File: src/rtl/ssd1306_pkg.sv
// Shared types and default SPI timing for the SSD1306 display path.
package ssd1306_pkg;

  typedef enum logic [2:0] {
    ST_RST,
    ST_IDLE,
    ST_SETUP,
    ST_SHIFT,
    ST_HOLD,
    ST_GAP
  } spi_state_t;

  localparam int unsigned SPI_CLK_DIV_DEF  = 4;
  localparam int unsigned SPI_CS_SETUP_DEF = 2;
  localparam int unsigned SPI_CS_HOLD_DEF  = 2;

  function automatic int unsigned max3(input int unsigned a, input int unsigned b,
                                       input int unsigned c);
    int unsigned m;
    m = (a > b) ? a : b;
    return (m > c) ? m : c;
  endfunction

endpackage

File: src/rtl/ssd1306_phase_timer.sv
// Loadable down-counter; tick is high while the count sits at zero.
module ssd1306_phase_timer #(
  parameter int unsigned W = 2
) (
  input  logic         clk_in,
  input  logic         reset_n,
  input  logic         load,
  input  logic [W-1:0] load_val,
  output logic         tick
);

  logic [W-1:0] count;

  always_ff @(posedge clk_in or negedge reset_n) begin
    if (!reset_n) begin
      count <= '0;
    end else if (load) begin
      count <= load_val;
    end else if (count != '0) begin
      count <= count - W'(1);
    end
  end

  assign tick = (count == '0);

endmodule

File: src/rtl/ssd1306_spi_tx.sv
// Byte-level mode-0 SPI transmitter for the SSD1306 with CS_n burst framing.
module ssd1306_spi_tx
  import ssd1306_pkg::*;
#(
  parameter int unsigned CLK_DIV  = SPI_CLK_DIV_DEF,
  parameter int unsigned CS_SETUP = SPI_CS_SETUP_DEF,
  parameter int unsigned CS_HOLD  = SPI_CS_HOLD_DEF
) (
  input  logic       clk_in,
  input  logic       reset_n,
  input  logic       command_start,
  input  logic [7:0] command_in,
  input  logic       command_dc,
  input  logic       command_last_byte,
  output logic       command_ready,
  output logic       spi_sclk,
  output logic       spi_mosi,
  output logic       spi_csn,
  output logic       oled_dc
);

  localparam int unsigned TW = $clog2(max3(CLK_DIV, CS_SETUP, CS_HOLD) + 1);

  // The phase entered on accept runs one cycle longer than its nominal length;
  // this is the accept cycle that appears in the byte-time budget.
  localparam logic [TW-1:0] LD_SETUP_FIRST = TW'(CS_SETUP);
  localparam logic [TW-1:0] LD_DIV_FIRST   = TW'(CLK_DIV);
  localparam logic [TW-1:0] LD_DIV         = TW'(CLK_DIV - 1);
  localparam logic [TW-1:0] LD_HOLD        = TW'(CS_HOLD - 1);

  spi_state_t    state, state_d;
  logic [7:0]    shreg, shreg_d;
  logic [2:0]    bit_cnt, bit_d;
  logic          last, last_d;
  logic          csn_d, sclk_d, mosi_d, dc_d, ready_d;
  logic          load;
  logic [TW-1:0] load_val;
  logic          tick;

  ssd1306_phase_timer #(.W(TW)) u_timer (
    .clk_in   (clk_in),
    .reset_n  (reset_n),
    .load     (load),
    .load_val (load_val),
    .tick     (tick)
  );

  always_ff @(posedge clk_in or negedge reset_n) begin
    if (!reset_n) begin
      state         <= ST_RST;
      shreg         <= '0;
      bit_cnt       <= '0;
      last          <= 1'b0;
      spi_csn       <= 1'b1;
      spi_sclk      <= 1'b0;
      spi_mosi      <= 1'b0;
      oled_dc       <= 1'b0;
      command_ready <= 1'b0;
    end else begin
      state         <= state_d;
      shreg         <= shreg_d;
      bit_cnt       <= bit_d;
      last          <= last_d;
      spi_csn       <= csn_d;
      spi_sclk      <= sclk_d;
      spi_mosi      <= mosi_d;
      oled_dc       <= dc_d;
      command_ready <= ready_d;
    end
  end

  always_comb begin
    state_d  = state;
    shreg_d  = shreg;
    bit_d    = bit_cnt;
    last_d   = last;
    csn_d    = spi_csn;
    sclk_d   = spi_sclk;
    mosi_d   = spi_mosi;
    dc_d     = oled_dc;
    ready_d  = command_ready;
    load     = 1'b0;
    load_val = '0;

    unique case (state)
      ST_RST: begin
        state_d = ST_IDLE;
        ready_d = 1'b1;
      end

      ST_IDLE: begin
        if (command_start && command_ready) begin
          ready_d = 1'b0;
          shreg_d = command_in;
          mosi_d  = command_in[7];
          dc_d    = command_dc;
          last_d  = command_last_byte;
          bit_d   = 3'd7;
          csn_d   = 1'b0;
          load    = 1'b1;
          if (spi_csn && (CS_SETUP != 0)) begin
            state_d  = ST_SETUP;
            load_val = LD_SETUP_FIRST;
          end else begin
            state_d  = ST_SHIFT;
            load_val = LD_DIV_FIRST;
          end
        end
      end

      ST_SETUP: begin
        if (tick) begin
          state_d  = ST_SHIFT;
          load     = 1'b1;
          load_val = LD_DIV;
        end
      end

      ST_SHIFT: begin
        if (tick) begin
          load     = 1'b1;
          load_val = LD_DIV;
          if (!spi_sclk) begin
            sclk_d = 1'b1;
          end else begin
            sclk_d = 1'b0;
            if (bit_cnt == 3'd0) begin
              if (!last) begin
                state_d = ST_IDLE;
                ready_d = 1'b1;
              end else if (CS_HOLD == 0) begin
                state_d = ST_IDLE;
                csn_d   = 1'b1;
                ready_d = 1'b1;
              end else begin
                state_d  = ST_HOLD;
                load_val = LD_HOLD;
              end
            end else begin
              bit_d   = bit_cnt - 3'd1;
              shreg_d = {shreg[6:0], 1'b0};
              mosi_d  = shreg[6];
            end
          end
        end
      end

      ST_HOLD: begin
        if (tick) begin
          state_d  = ST_GAP;
          csn_d    = 1'b1;
          load     = 1'b1;
          load_val = LD_HOLD;
        end
      end

      ST_GAP: begin
        if (tick) begin
          state_d = ST_IDLE;
          ready_d = 1'b1;
        end
      end

      default: state_d = ST_RST;
    endcase
  end

endmodule

File: config.mk
export PLATFORM = sky130hd
export DESIGN_NAME = ssd1306_spi_tx
export DESIGN_NICKNAME = d
export VERILOG_FILES = /design/src/rtl/ssd1306_pkg.sv /design/src/rtl/ssd1306_phase_timer.sv /design/src/rtl/ssd1306_spi_tx.sv
export SDC_FILE = /design/constraint.sdc
export NUM_CORES = 1
export LEC_CHECK = 0
export ABC_AREA = 1
export CAP_MARGIN = 20
export CORE_ASPECT_RATIO = 1.5
export CORE_MARGIN = 5
export CORE_UTILIZATION = 45
export DETAILED_ROUTE_END_ITERATION = 6
export PLACE_DENSITY = 0.71
export REMOVE_ABC_BUFFERS = 1
export SETUP_SLACK_MARGIN = 0.1
export SLEW_MARGIN = 20
export SYNTH_ARGS = -nofsm -noshare
export SYNTH_HDL_FRONTEND = slang
export SYNTH_SLANG_ARGS = --single-unit
File: constraint.sdc
create_clock -name clk_in -period 1.42 [get_ports clk_in]
set_input_delay 0.142 -clock clk_in [delete_from_list [all_inputs] [get_ports clk_in]]
set_output_delay 0.142 -clock clk_in [all_outputs]
set_load 0.05 [all_outputs]
# Word-level counts from Yosys, hierarchy flattened
# Index checks and enable logic that the tools add are counted.
[totals]
wordCells = 90
reg_bits = 22
in_bits = 13
out_inout_bits = 5
[classes]
muxes = 48
n_addsub = 2
n_eq_ne = 14
n_reduce_logical = 16
[op_table]
columns = ["cell", "n"]
rows = [
  ["3-bit 2-to-1 mux", 16],
  ["7-bit 2-to-1 mux", 4],
  ["2-bit inequality test, second input constant", 9],
  ["3-bit case mux with 6 select lines", 1],
  ["1-bit 2-to-1 mux", 15],
  ["7-bit case mux with 2 select lines", 1],
  ["7-bit AND reduction", 2],
  ["3-bit case mux with 4 select lines", 1],
  ["2-bit 2-to-1 mux", 5],
  ["3-bit logical NOT", 3],
  ["3-bit by 2-bit equality test with 1-bit output, second input constant", 2],
  ["3-bit equality test, second input constant", 2],
  ["1-bit case mux with 2 select lines", 3],
  ["3-bit case mux with 2 select lines", 1],
  ["2-bit nonzero test", 3],
  ["3-bit by 1-bit subtractor with 3-bit output, second input constant", 2],
  ["5-bit AND reduction", 1],
  ["1-bit case mux with 4 select lines", 1],
  ["2-bit AND reduction", 2],
  ["4-bit nonzero test", 1],
  ["3-bit by 1-bit equality test with 1-bit output, second input constant", 1],
  ["3-bit AND reduction", 1],
  ["3-bit nonzero test", 1],
  ["3-bit OR reduction", 1],
  ["1-bit logical AND", 1],
]

# Longest topological paths before layout
# Gate-level depths: netlist of the first run.
[logic_depth]
word_depth = 6
mapped_depth = 10
depth_no_buf = 9

# Modules after synthesis
# Synthesis of the first run repeated with hierarchy kept, for this count alone.
[hier_totals]
hier_cells = 195
area_unflattened_um2 = 1346.3
[modules_own_cells]
columns = ["module", "seq_area_each_um2", "area_per_inst_um2", "cells_per_inst", "n_inst"]
rows = [
  ["ssd1306_spi_tx", 476.7, 1138.6, 163, 1],
  ["ssd1306_phase_timer", 75.1, 207.7, 32, 1],
]

# Worst setup path after synthesis of the first run
# Ideal clock, no wire load.
[synth_path]
path_kind = "register to register"
startpoint = "register command_ready"
endpoint = "register spi_mosi"
path_slack_ns = -0.112
period_less_slack_ns = 1.532
arrival_time_ns = 1.415
path_stages_with_launch = 9
setup_ns = 0.117
n_path_buf = 1
t_required_ns = 1.303
cell_sequence = "dfrtp_1 > nand2_1 > nand3_2 > nand2_2 > inv_4 > nand2_4 > buf_12 > nand2_4 > nand2_2"
[synth_via]
elab_chain_len = 3
[synth_rtl]
columns = ["element", "line", "rtl"]
rows = [
  ["from (decl)", "ssd1306_spi_tx.sv:15", "output logic command_ready,"],
  ["from (signal assigned)", "ssd1306_spi_tx.sv:68", "command_ready <= ready_d;"],
  ["1-bit logical AND", "ssd1306_spi_tx.sv:92", "if (command_start && command_ready) begin"],
  ["2-bit inequality test (no source line)", "--", ""],
  ["5-bit AND reduction (no source line)", "--", ""],
  ["to (signal assigned)", "ssd1306_spi_tx.sv:66", "spi_mosi <= mosi_d;"],
  ["to (decl)", "ssd1306_spi_tx.sv:17", "output logic spi_mosi,"],
]
# Every way passes these cells.
# A chain may end at the register's enable or synchronous reset.

# Worst setup path in the final report of the first run
[layout_path]
startpoint = "register state[0]"
endpoint = "register state[2]"
[layout_via]
elab_chain_len = 3
word_cells_on_any_way = 15
cone_classes = "eq/ne: 12; mux: 1; reduce/logical: 2"
[layout_rtl]
columns = ["element", "line", "rtl"]
rows = [
  ["from (decl)", "ssd1306_spi_tx.sv:31", "spi_state_t state, state_d;"],
  ["from (signal assigned)", "ssd1306_spi_tx.sv:60", "state <= state_d;"],
  ["3-bit by 2-bit equality test with 1-bit output (tied with other cells)", "ssd1306_spi_tx.sv:85", "unique case (state)"],
  ["2-bit inequality test (no source line)", "--", ""],
  ["7-bit AND reduction (no source line)", "--", ""],
]
# Several ways; a longest one is shown, not always the timed one.

==> results of run 1 <==
how the worst max path moves through the flow:
stage	slack, ns	to	startpoint	cells past startpoint
floorplan	-0.14	bit_cnt[0]	command_ready	7
global placement	-0.006	bit_cnt[1]	state[2]	7
detailed placement	-0.06	spi_mosi	u_timer.count[1]	10
CTS	0.10	spi_mosi	state[0]	9
global route	-0.04	state[1]	state[1]	8
finish	0.07	state[2]	state[0]	9
routing by layer:
layer  GRT usage [%]  up-vias  share of wire (%)
met5               0        -                  0
met4            10.9        0                2.9
met3            2.30       10                4.3
met2            35.2       52                 57
met1            18.2      665                 36
li1                -      633                  -
critical path: cells and delay by family (launching register included):
| family | cells | cell delay [ns] |
|---|---|---|
| simple gates | 7 | 0.54 |
| flops | 1 | 0.47 |
| buf+inv | 2 | 0.21 |
synth_stat cells:
cell type   n  share of area (%)
nor2_1     11                3.0
xor2_1      2                1.3
dfstp_2     1                1.9
inv_4       1               0.45
o22ai_1     1               0.45
a21oi_1     1               0.36
a21boi_1    1               0.54
nor2_2      2               0.89
nand3b_1    1               0.54
buf_12      1                1.4
xnor2_1     1               0.63
buf_4       2                1.1
inv_1       9                2.4
inv_2       5                1.3
dfrtp_1    21                 38
or2_2       1               0.45
ha_1        4                3.6
nand3_1    16                5.7
nor2_4      1               0.80
nand3_2     2                1.4
nor3_1      1               0.36
nand2_4    11                8.9
buf_2       1               0.36
nand4_1     1               0.45
nand2_1    61                 16
o21ai_0     6                2.1
clkinv_1    1               0.27
o21ai_1     1               0.36
nand2_2    10                4.5
o21ai_2     1               0.63
cell families (layout without fill, tap and decap cells):
group,count (synthesis),in the layout,share of synthesized area (%)
fa+ha+maj,4,4,3.58
buf+inv,20,58,7.33
xor+xnor,3,3,1.88
flops,22,22,39.4
simple gates,118,118,43.3
compound gates,11,11,4.47
power by group:
part | internal [uW] | total (uW) | switching, uW | leakage (uW)
Clock | 378 | 606 | 228 | 0.0000357
Sequential | 958 | 1300 | 339 | 0.000264
Combinational | 1670 | 3830 | 2150 | 0.000696
sequential cells by signal (all words and copies together), names as in the netlist:
signal / flops
spi_sclk: 1
state: 3
command_ready: 1
bit_cnt: 3
oled_dc: 1
last: 1
u_timer.count: 3
spi_mosi: 1
shreg: 7
spi_csn: 1
through the flow:
stage	power (uW)	cells	setup TNS (ns)	util [%]	setup slack [ns]
finish	5730	255	0	69.4	0.0722
detailed placement	4220	239	-0.492	58.0	-0.0566
floorplan	3150	174	-1.17	-	-0.145
global route	6150	255	-0.0546	69.4	-0.0387
global placement	4130	239	-0.0183	58.0	-0.00615
CTS	5240	252	0	65.5	0.103
layout make-up:
type / instances / area [um^2] / area share, %
clock buffers: 3 / 41.3 / 2.02
repair buffers: 38 / 394 / 19.3
well taps: 39 / 48.8 / 2.39
clock inverters: 1 / 30.0 / 1.47
multi-input cells: 136 / 905 / 44.3
inverters: 16 / 67.6 / 3.31
flip-flops and latches: 22 / 556 / 27.2
timing repair:
action / CTS / global route
pin swaps: 9 / 10
resized for setup: 24 / 22
cloned: 0 / 0
setup buffers: 9 / 3
hold buffers: 0 / 0
setup endpoints to repair: 20 / 16
==> flow_metrics.py, run 1 <==
metrics = {
    "worst_setup_path": {
        "rrSetupSlack_ns": 0.07,
        "crit_fanout": 5,
        "crit_path_end_kind": "register",
        "crit_top_cell": "nand2_2",
        "required_ns": 1.58,
        "reg2reg_from": "state[0]",
        "rr_worst_depth": 9,
        "critical_path_class": "reg -> reg",
        "start_kind": "register",
        "crit_chain": "nand2_2 > nor2_4 > buf_4 > nand2_4 > nand2_8 > inv_4 > nand3_4 > nand2_2 > nand2_1",
        "crit_path_max_incr_delay_ns": 0.47,
        "arrival_ns": 1.51,
        "critPathSlowestCell": "dfrtp_2",
        "r2r_end": "state[2]",
    },
    "power": {
        "leakage_uw": 0.000995,
        "vdd_drop_max_mv": 1.94,
        "powerDensity_mw_per_mm2": 2810,
    },
    "clock_network": {
        "cts-root-buf": "clkbuf_8",
        "numCtsBuffers": 3,
        "cts_tree": "done",
        "cts-htree-levels": 1,
        "clockBufferDepth": 2,
        "path_clk_slew_ns": 0.09,
        "clkLatencyLatePin_ns": 0.27,
        "numClockSinks": 22,
    },
    "floorplanning": {
        "dieArea_mm2": 0.00435,
        "ioPinCount": 18,
        "core_mm2": 0.00294,
        "die_w_um": 55.5,
        "initial_core_util_pct": 47.5,
        "rows": 24,
        "dieHeight_um": 78.3,
    },
    "min_path": {
        "hold_path_class": "in -> async",
    },
    "drt": {
        "routedWlPerCell_um": 15.3,
        "remaining_drc_errors": 0,
        "avgViaCountPerCell": 5.33,
        "ant_nets": 0,
        "dr.pass1.iters": 4,
        "vias": 1360,
        "drt_wl_total_um": 3890,
        "drtIter0Drc": 50,
    },
    "yosys": {
        "ys_ff_latch": 22,
        "syn_area_per_cell_um2": 7.86,
        "synth_cell_types": 30,
        "netlist_area_mm2": 0.00140,
        "yosys_warnings": 0,
        "ys_seq_area_share_pct": 39.4,
        "synthCells": 178,
    },
    "sta": {
        "fin_crit_ns": 1.35,
        "worst_pin_slew_ns": 0.297,
        "maxSlewViolCount": 0,
        "clock_skew_ns": 0.00427,
        "hold_slack_ns": 0.207,
        "slew_headroom_pct": 80.2,
        "timing.final.crit_share_pct": 94.9,
        "setup_viol": 0,
        "hold_viol_final": 0,
        "fmax_ghz": 0.742,
        "rsz0062_at_grt": "yes",
    },
    "place": {
        "hpwl_um": 2250,
        "placed_cell_area_mm2": 0.00171,
        "portBuffers": 17,
        "gp_congestion": 0.950,
    },
    "run_status": {
        "status": "finished, final reports clean",
    },
    "cells_and_area": {
        "layout_commonest_cell": "nand2_1",
        "drive_gt1_share_pct": 43.1,
        "syn2layout_area_growth_pct": 46.0,
        "final_cell_mix": "49 x nand2_1, 19 x nand2_2, 19 x buf_4",
        "fill_cells": 241,
        "antenna_cells": 0,
        "final_area_mm2": 0.00204,
        "nets": 234,
    },
    "global_routing": {
        "grt_start_max_net_pins": 23,
        "first_global_vias": 1441,
        "antenna_found_initial": 0,
        "track_usage_pct": 18.2,
        "grt_overflow": 0,
        "grt_pass1_wl_um": 6350,
    },
    "job": {
        "drv_cap": 0,
    },
}
(Power assumes the default switching activity.)
==> run 2, diff against run 1 <==
- CAP_MARGIN: 20 -> unset
==> results of run 2 <==
Final layout, timing and power as in run 1 (identical DEF).
==> run 3, diff against run 2 <==
- GPL_TIMING_DRIVEN: unset -> 0
==> flow_metrics.py, run 3 (synthesized netlist as in run 1, its figures left out) <==
metrics = {
    "sta": {
        "hold_viol_final": 0,
        "hold_slack_ns": 0.374,
        "maxSlewViolCount": 0,
        "slew_headroom_pct": 64.0,
        "timing.final.crit_share_pct": 99.9,
        "clock_skew_ns": 0.00512,
        "fmax_ghz": 0.705,
        "rsz0062_at_grt": "yes",
        "setup_viol": 0,
        "fin_crit_ns": 1.42,
        "worst_pin_slew_ns": 0.540,
    },
    "global_routing": {
        "antenna_found_initial": 0,
        "first_global_vias": 1472,
        "grt_overflow": 0,
        "grt_start_max_net_pins": 23,
        "track_usage_pct": 17.2,
        "grt_pass1_wl_um": 5950,
    },
    "place": {
        "portBuffers": 17,
        "placed_cell_area_mm2": 0.00158,
        "gp_congestion": 0.909,
        "hpwl_um": 2070,
    },
    "floorplanning": {
        "ioPinCount": 18,
        "initial_core_util_pct": 47.5,
        "dieArea_mm2": 0.00435,
        "rows": 24,
        "die_w_um": 55.5,
        "core_mm2": 0.00294,
        "dieHeight_um": 78.3,
    },
    "power": {
        "vdd_drop_max_mv": 1.89,
        "powerDensity_mw_per_mm2": 2720,
        "leakage_uw": 0.00100,
        "totalPowerFinal_uw": 5610,
    },
    "cells_and_area": {
        "final_area_mm2": 0.00207,
        "fill_cells": 244,
        "final_cell_mix": "52 x nand2_1, 19 x dfrtp_1, 16 x buf_4",
        "antenna_cells": 0,
        "multi_input_area_um2": 973,
        "drive_gt1_share_pct": 44.0,
        "regArea_um2": 554,
        "nets": 236,
        "syn2layout_area_growth_pct": 47.7,
        "largest_register_ffs": 7,
        "top_register": "shreg",
        "layout_commonest_cell": "nand2_1",
    },
    "clock_network": {
        "cts-root-buf": "clkbuf_8",
        "path_clk_slew_ns": 0.08,
        "numClockSinks": 22,
        "cts_tree": "done",
        "clkLatencyLatePin_ns": 0.27,
        "clockBufferDepth": 2,
        "cts-htree-levels": 1,
        "numCtsBuffers": 3,
    },
    "drt": {
        "remaining_drc_errors": 0,
        "drtIter0Drc": 33,
        "ant_nets": 0,
        "vias": 1306,
        "routedWlPerCell_um": 14.9,
        "dr.pass1.iters": 4,
        "drt_wl_total_um": 3830,
        "avgViaCountPerCell": 5.08,
    },
    "worst_setup_path": {
        "start_kind": "register",
        "crit_path_end_kind": "register",
        "required_ns": 1.59,
        "rrSetupSlack_ns": 0.002,
        "reg2reg_from": "state[2]",
        "crit_path_max_incr_delay_ns": 0.50,
        "r2r_end": "shreg[2]",
        "crit_fanout": 7,
        "rr_worst_depth": 7,
        "arrival_ns": 1.58,
        "critPathSlowestCell": "dfrtp_2",
        "critical_path_class": "reg -> reg",
        "crit_chain": "nor2_4 > nand3_4 > nand2_4 > inv_8 > buf_12 > nand3_1 > nand2_2",
    },
    "job": {
        "drv_cap": 0,
    },
    "min_path": {
        "hold_path_class": "in -> async",
    },
    "run_status": {
        "status": "finished, final reports clean",
    },
}
-- run 3: changes by cell type in the layout (fill, tap and decap cells not counted), sizes merged --
cell,previous run,this run
buf,26,22
clkdlybuf4s15,0,4
nand2,82,84
bufinv,1,0
clkbuf,3,4
clkdlybuf4s50,12,11
dlygate4sd3,0,1
-- run 3: worst max-delay path, delay by kind of cell, from the launching register on --
kind                   cells  cell delay (ns)
buffers and inverters      2             0.20
and+or+nand+nor            5             0.61
DFF                        1             0.50
-- run 3: stage by stage --
step / setup TNS (ns) / instances / util, % / setup slack (ns)
after detailed placement: -4.66 / 230 / 53.6 / -0.392
after global routing: -0.167 / 257 / 70.2 / -0.0466
final: 0 / 257 / 70.2 / 0.00196
after CTS: 0 / 251 / 64.7 / 0.0851
after floorplan: -1.17 / 174 / - / -0.145
after global placement: -4.25 / 230 / 53.6 / -0.369
-- run 3: layout make-up --
class                   count  area share [%]
well taps                  39            2.36
inverters                  16            3.63
repair buffers             38            17.4
flip-flops and latches     22            26.8
multi-input cells         138            47.1
clock buffers               4            2.67
-- run 3: timing repair --
| action | CTS | global route |
|---|---|---|
| hold buffers | 0 | 1 |
| resized for setup | 45 | 29 |
| cloned | 2 | 0 |
| pin swaps | 11 | 15 |
| buffers inserted | 15 | 5 |
| setup endpoints to repair | 27 | 21 |
| hold endpoints to repair | 0 | 21 |
-- run 3: metal layers --
| layer | routed length, um | GRT usage [%] | share of wire (%) | up-vias |
|---|---|---|---|---|
| met3 | 142 | 3.45 | 3.7 | 10 |
| met5 | 0 | 0 | 0 | - |
| li1 | - | - | - | 637 |
| met4 | 99 | 12.7 | 2.6 | 0 |
| met2 | 2180 | 31.8 | 57 | 41 |
| met1 | 1410 | 16.5 | 37 | 618 |
-- run 3: how the worst max path moves through the flow --
stage / start / slack (ns) / cells past startpoint / endpoint
2_1_floorplan: command_ready / -0.14 / 7 / bit_cnt[0]
3_3_place_gp: state[2] / -0.37 / 7 / bit_cnt[0]
3_5_place_dp: state[2] / -0.39 / 7 / bit_cnt[2]
4_1_cts: state[1] / 0.09 / 8 / state[0]
5_1_grt: state[0] / -0.05 / 8 / shreg[2]
6_report: state[2] / 0.002 / 7 / shreg[2]
-- run 3: power by group --
part | switching (uW) | internal (uW)
Sequential | 312 | 955
Clock | 219 | 248
Combinational | 2320 | 1560
